$ cat config.mk
export PLATFORM = sky130hd
export DESIGN_NAME = ccff_chain_loader
export DESIGN_NICKNAME = d
export VERILOG_FILES = /design/src/rtl/ccff_chain_loader.sv
export SDC_FILE = /design/constraint.sdc
export NUM_CORES = 1
export LEC_CHECK = 0
export CORE_AREA = 3 3 87 56
export CTS_CLUSTER_SIZE = 14
export DETAILED_ROUTE_END_ITERATION = 12
export DIE_AREA = 0 0 90 59
export SYNTH_ARGS = -nofsm -noshare
export SYNTH_HDL_FRONTEND = slang
export SYNTH_SLANG_ARGS = --single-unit
$ cat constraint.sdc
create_clock -name CLK -period 4.42 [get_ports CLK]
set_input_delay 1.326 -clock CLK [delete_from_list [all_inputs] [get_ports CLK]]
set_output_delay 1.326 -clock CLK [all_outputs]
set_load 0.1 [all_outputs]
$ cat src/rtl/ccff_chain_loader.sv
// Configuration-chain loader: takes bitstream words over valid/ready and shifts them
// LSB-first into the head of a CCDFF chain. CFGE is raised only once the whole chain is loaded.
module ccff_chain_loader #(
    parameter int WORD_W    = 8,
    parameter int CHAIN_LEN = 64,
    parameter int CNT_W     = 16
) (
    input  logic              CLK,
    input  logic              RESET_B,
    input  logic              START,
    input  logic              ABORT,
    input  logic [WORD_W-1:0] DIN,
    input  logic              DIN_VALID,
    output logic              DIN_READY,
    output logic              CCFF_HEAD,
    output logic              CCFF_SHIFT,
    output logic              CFGE,
    output logic              BUSY,
    output logic              DONE,
    output logic              ERROR
);

    localparam int WB_W = $clog2(WORD_W + 1);

    typedef enum logic [1:0] {
        S_IDLE,
        S_LOAD,
        S_SHIFT,
        S_DONE
    } state_t;

    state_t            state;
    logic [WORD_W-1:0] sreg;
    logic [WB_W-1:0]   wbits;
    logic [CNT_W-1:0]  remaining;
    logic              cfge_q;
    logic              error_q;

    always_ff @(posedge CLK or negedge RESET_B) begin
        if (!RESET_B) begin
            state     <= S_IDLE;
            sreg      <= '0;
            wbits     <= '0;
            remaining <= '0;
            cfge_q    <= 1'b0;
            error_q   <= 1'b0;
        end else begin
            case (state)
                S_IDLE, S_DONE: begin
                    if (START) begin
                        state     <= S_LOAD;
                        remaining <= CNT_W'(CHAIN_LEN);
                        cfge_q    <= 1'b0;
                        error_q   <= 1'b0;
                    end
                end
                S_LOAD: begin
                    // Abort beats a same-cycle handshake; the word is dropped.
                    if (ABORT) begin
                        state   <= S_IDLE;
                        error_q <= 1'b1;
                    end else if (DIN_VALID) begin
                        sreg  <= DIN;
                        wbits <= (remaining < CNT_W'(WORD_W)) ? WB_W'(remaining)
                                                               : WB_W'(WORD_W);
                        state <= S_SHIFT;
                    end
                end
                S_SHIFT: begin
                    if (ABORT) begin
                        state   <= S_IDLE;
                        error_q <= 1'b1;
                    end else begin
                        sreg      <= sreg >> 1;
                        wbits     <= wbits - 1'b1;
                        remaining <= remaining - 1'b1;
                        if (wbits == WB_W'(1)) begin
                            if (remaining == CNT_W'(1)) begin
                                state  <= S_DONE;
                                cfge_q <= 1'b1;
                            end else begin
                                state <= S_LOAD;
                            end
                        end
                    end
                end
                default: state <= S_IDLE;
            endcase
        end
    end

    // Outputs decode from registers only, so no input reaches an output combinationally.
    assign DIN_READY  = (state == S_LOAD);
    assign CCFF_SHIFT = (state == S_SHIFT);
    assign CCFF_HEAD  = (state == S_SHIFT) & sreg[0];
    assign BUSY       = (state == S_LOAD) | (state == S_SHIFT);
    assign DONE       = (state == S_DONE);
    assign CFGE       = cfge_q;
    assign ERROR      = error_q;

endmodule
== After elaboration in Yosys (flattened, before gate mapping) ==
Cells that the tools add are included.

* Register bits after elaboration: 32
* Input bits: 13
* Output and inout port bits: 7
* Word-level logic and storage cells: 61

* Add/subtract/negate cells: 2
* Order comparisons: 1
* Equal/unequal tests: 14
* Mux-type cells: 26
* Bitwise logic cells: 2
* Reductions and logical operators: 10

{| class="wikitable"
|+ Operator list
! cell !! count
|-
| two-way mux 16 bit || 2
|-
| case mux 16 bit (2 select lines) || 1
|-
| two-way mux 8 bit || 3
|-
| equality test 16 x 1 -> 1 bit (second input constant) || 1
|-
| < comparator 16 x 4 -> 1 bit (second input constant) || 1
|-
| two-way mux 4 bit || 4
|-
| case mux 8 bit (2 select lines) || 1
|-
| subtractor 16 x 1 -> 16 bit (second input constant) || 1
|-
| two-way mux 2 bit || 6
|-
| != test 2 bit (second input constant) || 4
|-
| case mux 4 bit (2 select lines) || 1
|-
| != test 2 x 1 -> 1 bit (second input constant) || 3
|-
| case mux 2 bit (3 select lines) || 1
|-
| AND reduction 3 bit || 2
|-
| two-way mux 1 bit || 5
|-
| AND reduction 5 bit || 1
|-
| equality test 2 bit (second input constant) || 2
|-
| equality test 4 x 1 -> 1 bit (second input constant) || 1
|-
| case mux 1 bit (2 select lines) || 2
|-
| AND reduction 4 bit || 1
|-
| nonzero test 2 bit || 2
|-
| OR reduction 2 bit || 2
|-
| subtractor 4 x 1 -> 4 bit (second input constant) || 1
|-
| != test 3 x 2 -> 1 bit (second input constant) || 1
|-
| 6 further kinds || 6
|}

== Logic depth before layout (Yosys ltp) ==
Gate-level depths: netlist (run 1).

* Depth in word-level cells: 5
* Mapped depth: 7
* Mapped depth without buffers: 6

== Worst setup path after synthesis (run 1) ==
OpenSTA, ideal clock, no wires.

* Path kind: register -> output
* From: register state[0]
* To: output CCFF_HEAD
* Arrival time: 2.903 ns
* Required time: 3.094 ns
* Path slack: 0.191 ns
* Stages on the path, launching flop included: 6
* Path buffers: 2
* Cells stage by stage: dfrtp_1 -> inv_1 -> ha_1 -> clkbuf_1 -> buf_1 -> and2_1

* Word-level cells in the longest chain between the ends: 2

{| class="wikitable"
|+ Ends and longest elaborated chain
! what !! line !! source
|-
| start: declaration || 32 || <nowiki>state_t state;</nowiki>
|-
| start signal: assignment || 41 || <nowiki>state <= S_IDLE;</nowiki>
|-
| start signal: assignment || 51 || <nowiki>state <= S_LOAD;</nowiki>
|-
| start signal: assignment || 60 || <nowiki>state <= S_IDLE;</nowiki>
|-
| equality test 2 bit || -- ||
|-
| net CCFF_SHIFT || 16 || <nowiki>output logic CCFF_SHIFT,</nowiki>
|-
| bitwise AND 1 bit || 95 || <nowiki>assign CCFF_HEAD = (state == S_SHIFT) & sreg[0];</nowiki>
|-
| end: declaration || 15 || <nowiki>output logic CCFF_HEAD,</nowiki>
|}

The timed path passes the listed nets, and every way through them passes these cells.

== Worst setup path in the final report (run 1) ==
* From: register state[0]
* To: output DONE

* Word-level cells in the longest chain between the ends: 1

{| class="wikitable"
|+ Ends and longest elaborated chain
! what !! line !! source
|-
| equality test 2 bit || 97 || <nowiki>assign DONE = (state == S_DONE);</nowiki>
|-
| end: declaration || 19 || <nowiki>output logic DONE,</nowiki>
|}

Every way passes these cells.

==> reports/metrics.csv, run 1 <==
metric,value,unit
GRT Util Overall,16.8,%
Synth Instances,190,
Pleak,0.885,nW
clk root buf,clkbuf_8,
#FFs+latches synth,32,
hpwl dp,3.10,mm
global-route wire length before repair,6.87,mm
Final Hold Fails,0,
Row Count,18,
internal power,0.000735,W
Post-Syn Area,1820,um2
hold-fix buffers at CTS,0,
RePlAce Congestion,0.850,
routed length per placed instance,15.1,um
status,"finished, final reports clean",
First-pass DRT Iterations,4,
Synth Net Count,210,
Placed Cells,265,
initial antenna violation count,0,
Setup TNS,0,ns
Clk pwr share,17.3,%
CTS HTree Levels,2,
number of max-cap violations,0,
Synth top area share,44.1,%
Worst EP required,3.09,ns
Worst VDD drop,0.428,mV
Worst EP arrival,1.99,ns
CP Capture Type,output pin,
RSZ-0062 raised after global routing,no,
Slew @ Worst Pin,0.985,ns
"Setup violations, final",0,
Setup Skew,0.00348,ns
Clock Latency Late Sink,0.28,ns
TritonCTS Buffers,5,
core area,4100,um2
clock slew at reported path FFs,0.06,ns
vias in the first global route,1372,
Yosys top cell by area,dfrtp_1,
chip height,59,um
crit path time final,3.32,ns
Comb pwr share,46.8,%
Non-Filler Instances,273,
post-cts resize count,0,
total number of vias,1495,
Max clock buf depth,2,
PD cells,617,nW/um2
Synth-to-Final Area Change,17.8,%
chip width,90,um
Routed Wire Length,4.13,mm
crit-path max FO,4,
Startpoint Class,register,
Hold Crit Class,reg -> reg,
switching portion of total power,44.4,%
syn_area_per_cell,9.56,um2
remaining antenna violation count after routing,0,
Port-buffer cells,19,
R2R Setup Slk,1.99,ns
Overflow after GRT,0,
overall die area,5310,um2
post-route DRC violation count,0,
I/O pin count,20,
initial core utilization,44.3,%
drt via density,5.48,
worst r2r src,state[0],
WHS,0.495,ns
worst setup path start,state[0],
yosys warns,0,
critical path class,reg -> out,
fin crit share,75.0,%
Unique masters post-synth,40,
largest net degree at the start of global routing,33,
register area share after synthesis,44.1,%
Area contributors post-synth,"dfrtp_1 44%, mux2i_1 5.5%, a21oi_1 5.2%",
proportion of layout cells with a drive suffix above 1,11.3,%
clk sink count,32,
sequential power share,35.9,%
Post-CTS Setup Bufs,0,
"Net count, final",232,
Min-Delay Startpoint,sreg[7],
CTS tree,built,
Slew headroom,34.1,%
diode count,0,
initial drt markers,99,
sw power,0.000587,W
Pins Over Slew Limit,0,
fmax,302,MHz
==> layout make-up <==
class | count | area (um2)
Clock buffer | 8 | 90.1
Timing Repair Buffer | 22 | 203
Inverter | 10 | 37.5
Multi-Input combinational cell | 141 | 935
Fill cell | 385 | 1960
Tap cell | 60 | 75.1
Sequential cell | 32 | 801
==> registers in the layout (all words and copies together), names as in the netlist <==
name	flops
CFGE	1
remaining	16
ERROR	1
wbits	4
sreg	8
state	2
==> through the flow <==
step | util (%) | instance area, um2 | setup slack, ns | total power, W
final | 52.2 | 2140 | 1.10 | 0.00132
after global routing | 52.2 | 2140 | 1.01 | 0.00142
after CTS | 52.2 | 2140 | 1.08 | 0.00133
after detailed placement | 50.0 | 2050 | 1.20 | 0.00109
after global placement | 50.0 | 2050 | 1.30 | 0.00108
after floorplan | - | 1820 | 0.191 | 0.000947
==> layout by cell type, fill, tap and decap left out, drive strengths merged <==
master | netlist | layout
nand3 | 4 | 4
a2bb2oi | 1 | 1
and2 | 1 | 1
buf | 2 | 7
or2 | 5 | 5
dfrtp | 32 | 32
mux2 | 1 | 1
and2b | 1 | 1
a22oi | 1 | 1
o32ai | 1 | 1
nor3b | 2 | 2
nand4 | 3 | 3
o32a | 1 | 1
a221oi | 3 | 3
clkdlybuf4s50 | 0 | 15
xor2 | 5 | 5
o21a | 1 | 1
o22ai | 1 | 1
o311ai | 1 | 1
nor3 | 6 | 6
a21oi | 19 | 19
a22o | 1 | 1
clkbuf | 5 | 8
ha | 7 | 7
nor2b | 4 | 4
mux2i | 10 | 10
nor2 | 19 | 19
inv | 10 | 10
o21ai | 7 | 7
nand2b | 3 | 3
or3 | 7 | 7
nor4 | 3 | 3
nand4b | 3 | 3
or4 | 8 | 8
nand2 | 7 | 7
o31ai | 5 | 5
==> critical path: stages, from the launching register on <==
cell and delay [ns]:
dfrtp_1 0.40, ha_1 0.17, clkdlybuf4s50_1 1.14
==> final timing paths <==
check / end / cells after the start
worst min-delay path: sreg[7] / 2
worst max-delay path: DONE / 2
min in group asynchronous: sreg[7] / 2
worst min register to register: sreg[7] / 2
worst max register to register: remaining[12] / 7
max in group asynchronous: remaining[12] / 2
==> power groups by stage <==
stage	registers (W)	logic, W	clock network (W)
after floorplan	0.000485	0.000462	0
after global placement	0.000472	0.000603	0
after detailed placement	0.000477	0.000616	0
after CTS	0.000473	0.000620	0.000236
after global routing	0.000487	0.000684	0.000250
final	0.000474	0.000618	0.000229
==> cell usage after synthesis <==
library cell,n
a21oi_1,19
a221oi_1,3
a22o_1,1
a22oi_1,1
a2bb2oi_1,1
and2_1,1
and2b_2,1
buf_1,1
buf_6,1
clkbuf_1,4
clkbuf_8,1
dfrtp_1,32
ha_1,7
inv_1,10
mux2_2,1
mux2i_1,10
nand2_1,7
nand2b_1,3
nand3_1,4
nand4_1,3
nand4b_1,3
nor2_1,19
nor2b_1,4
nor3_1,6
nor3b_1,2
nor4_1,3
o21a_1,1
o21ai_0,7
o22ai_1,1
o311ai_0,1
o31ai_1,5
o32a_1,1
o32ai_1,1
or2_2,5
or3_1,4
or3_2,2
or3_4,1
or4_1,7
or4_4,1
xor2_1,5
==> per-layer routing <==
metal,vias to the layer above,track usage (%),wire [um]
li1,736,-,-
met4,0,5.23,53
met2,43,23.8,1640
met1,710,24.6,2150
met3,6,5.08,281
met5,-,0,0
==> logic make-up after synthesis <==
family	after synthesis	synth area share, %
simple gates	76	23.8
xor+xnor	5	2.41
buf+inv	17	4.48
fa+ha+maj	7	4.82
mux	11	6.13
compound gates	42	14.3
flops	32	44.1
No activity file was read; power rests on OpenSTA's default activity.
==> run 2: changes to the inputs <==
--- a/config.mk
+++ b/config.mk
@@ -9,6 +9,7 @@
 export CTS_CLUSTER_SIZE = 14
 export DETAILED_ROUTE_END_ITERATION = 12
 export DIE_AREA = 0 0 90 59
+export PLACE_DENSITY = 0.66
 export SYNTH_ARGS = -nofsm -noshare
 export SYNTH_HDL_FRONTEND = slang
 export SYNTH_SLANG_ARGS = --single-unit
==> constraint.sdc (replaced) <==
create_clock -name CLK -period 2.91 [get_ports CLK]
set_input_delay 0.873 -clock CLK [delete_from_list [all_inputs] [get_ports CLK]]
set_output_delay 0.873 -clock CLK [all_outputs]
set_load 0.1 [all_outputs]
==> run 2 against run 1 <==
  * Clock skew grew 0.00080 ns
  * Hold slack gained 0.0029 ns
  * Total power grew 54%
  * Register-to-register slack lost 1.3 ns
  * Sequential power grew 52%
  * Non-clock buffer count grew 1
  * Via count grew 0.87%
==> reports/metrics.csv, run 2 (synthesis results as in run 1) <==
metric,value,unit
overall die area,5310,um2
"commonest non-fill, non-tap cell in the layout",dfrtp_1,
clock slew at reported path FFs,0.07,ns
Setup Skew,0.00428,ns
chip height,59,um
Startpoint Class,input pin,
Largest register FFs,16,
Setup WS post-layout,0.421,ns
Row Count,18,
fin crit share,85.5,%
vias in the first global route,1511,
hold-fix buffers at CTS,0,
Clock Latency Late Sink,0.28,ns
Routed Wire Length,4.08,mm
routed length per placed instance,14.9,um
diode count,0,
initial drt markers,93,
status,"finished, final reports clean",
clk sink count,32,
number of max-cap violations,0,
crit path time final,2.49,ns
drt via density,5.50,
"Cell Area, Placed",2080,um2
Final Hold Fails,0,
initial antenna violation count,0,
TritonCTS Buffers,5,
GRT Util Overall,17.1,%
"Net count, final",233,
final total power,0.00203,W
Worst EP arrival,2.70,ns
Slew @ Worst Pin,0.697,ns
post-route DRC violation count,0,
clk root buf,clkbuf_8,
Pins Over Slew Limit,0,
I/O pin count,20,
CTS HTree Levels,2,
Post-CTS Setup Bufs,0,
RSZ-0062 raised after global routing,no,
critical path class,in -> reg,
remaining antenna violation count after routing,0,
Worst VDD drop,0.620,mV
Slew headroom,53.1,%
dpl ws,0.145,ns
Min-Delay Startpoint,CFGE,
worst setup path start,START,
Synth-to-Final Area Change,19.5,%
core area,4100,um2
Setup TNS,0,ns
CTS tree,built,
"Setup violations, final",0,
crit-path max FO,9,
Pleak,0.903,nW
hpwl dp,2.93,mm
Port-buffer cells,19,
First-pass DRT Iterations,4,
post-cts resize count,0,
Top Registers,"remaining (16), sreg (8), wbits (4)",
RePlAce Congestion,0.839,
largest net degree at the start of global routing,33,
chip width,90,um
proportion of layout cells with a drive suffix above 1,15.0,%
largest register by flop count,remaining,
Overflow after GRT,0,
PD cells,936,nW/um2
Worst EP required,3.12,ns
Max clock buf depth,2,
Hold Crit Class,reg -> reg,
total number of vias,1508,
final non-filler cell area,2170,um2
CP Capture Type,register,
worst r2r src,state[0],
global-route wire length before repair,7.21,mm
most frequent cells in the layout,"32 x dfrtp_1, 19 x nor2_1, 19 x a21oi_1",
fmax,402,MHz
initial core utilization,44.3,%
[run 2: cell types whose count changed in the layout (fill, tap and decap cells not counted), sizes merged]
cell	before	now
clkdlybuf4s50	15	12
buf	7	11
clkbuf	8	6
clkinv	0	2
[run 2: worst max-delay path, cell delays in order]
cell and delay (ns):
clkdlybuf4s50_1 0.56, mux2_2 0.29, nand3_1 0.27, or4_1 0.55
a21oi_1 0.15
[run 2: power by group]
| group | switching (W) | leakage [nW] | internal (W) |
|---|---|---|---|
| registers | 0.000132 | 0.402 | 0.000589 |
| logic | 0.000608 | 0.450 | 0.000347 |
| clock network | 0.000167 | 0.0510 | 0.000189 |
[run 2: per-stage QoR]
step | instances | util, % | hold WS [ns]
6_report | 274 | 53.0 | 0.498
5_1_grt | 274 | 53.0 | 0.531
4_1_cts | 274 | 53.0 | 0.507
3_5_place_dp | 266 | 50.7 | 0.491
3_3_place_gp | 266 | 50.7 | 0.475
2_1_floorplan | 190 | - | 0.450
[run 2: path summary, 6_finish.rpt]
kind                            cells after the start  slack [ns]            end
worst min-delay path                                1        0.50           CFGE
worst max register to register                      6        0.66  remaining[15]
worst max-delay path                                5        0.42  remaining[15]
min in group asynchronous                           2        0.98  remaining[15]
worst min register to register                      1        0.50           CFGE
max in group asynchronous                           2        1.63  remaining[13]
[run 2: final cells by class]
type | instances | area (um2)
Fill cell | 383 | 1930
Multi-Input combinational cell | 141 | 950
Sequential cell | 32 | 801
Timing Repair Buffer | 23 | 215
Clock buffer | 6 | 82.6
Tap cell | 60 | 75.1
Inverter | 10 | 37.5
Clock inverter | 2 | 10.0
[run 2: layer usage]
| layer | vias up | GRT usage (%) | wire length (um) |
|---|---|---|---|
| met5 | - | 0 | 0 |
| li1 | 742 | - | - |
| met1 | 729 | 24.7 | 2100 |
| met3 | 4 | 4.95 | 150 |
| met2 | 33 | 24.9 | 1810 |
| met4 | 0 | 5.45 | 23 |
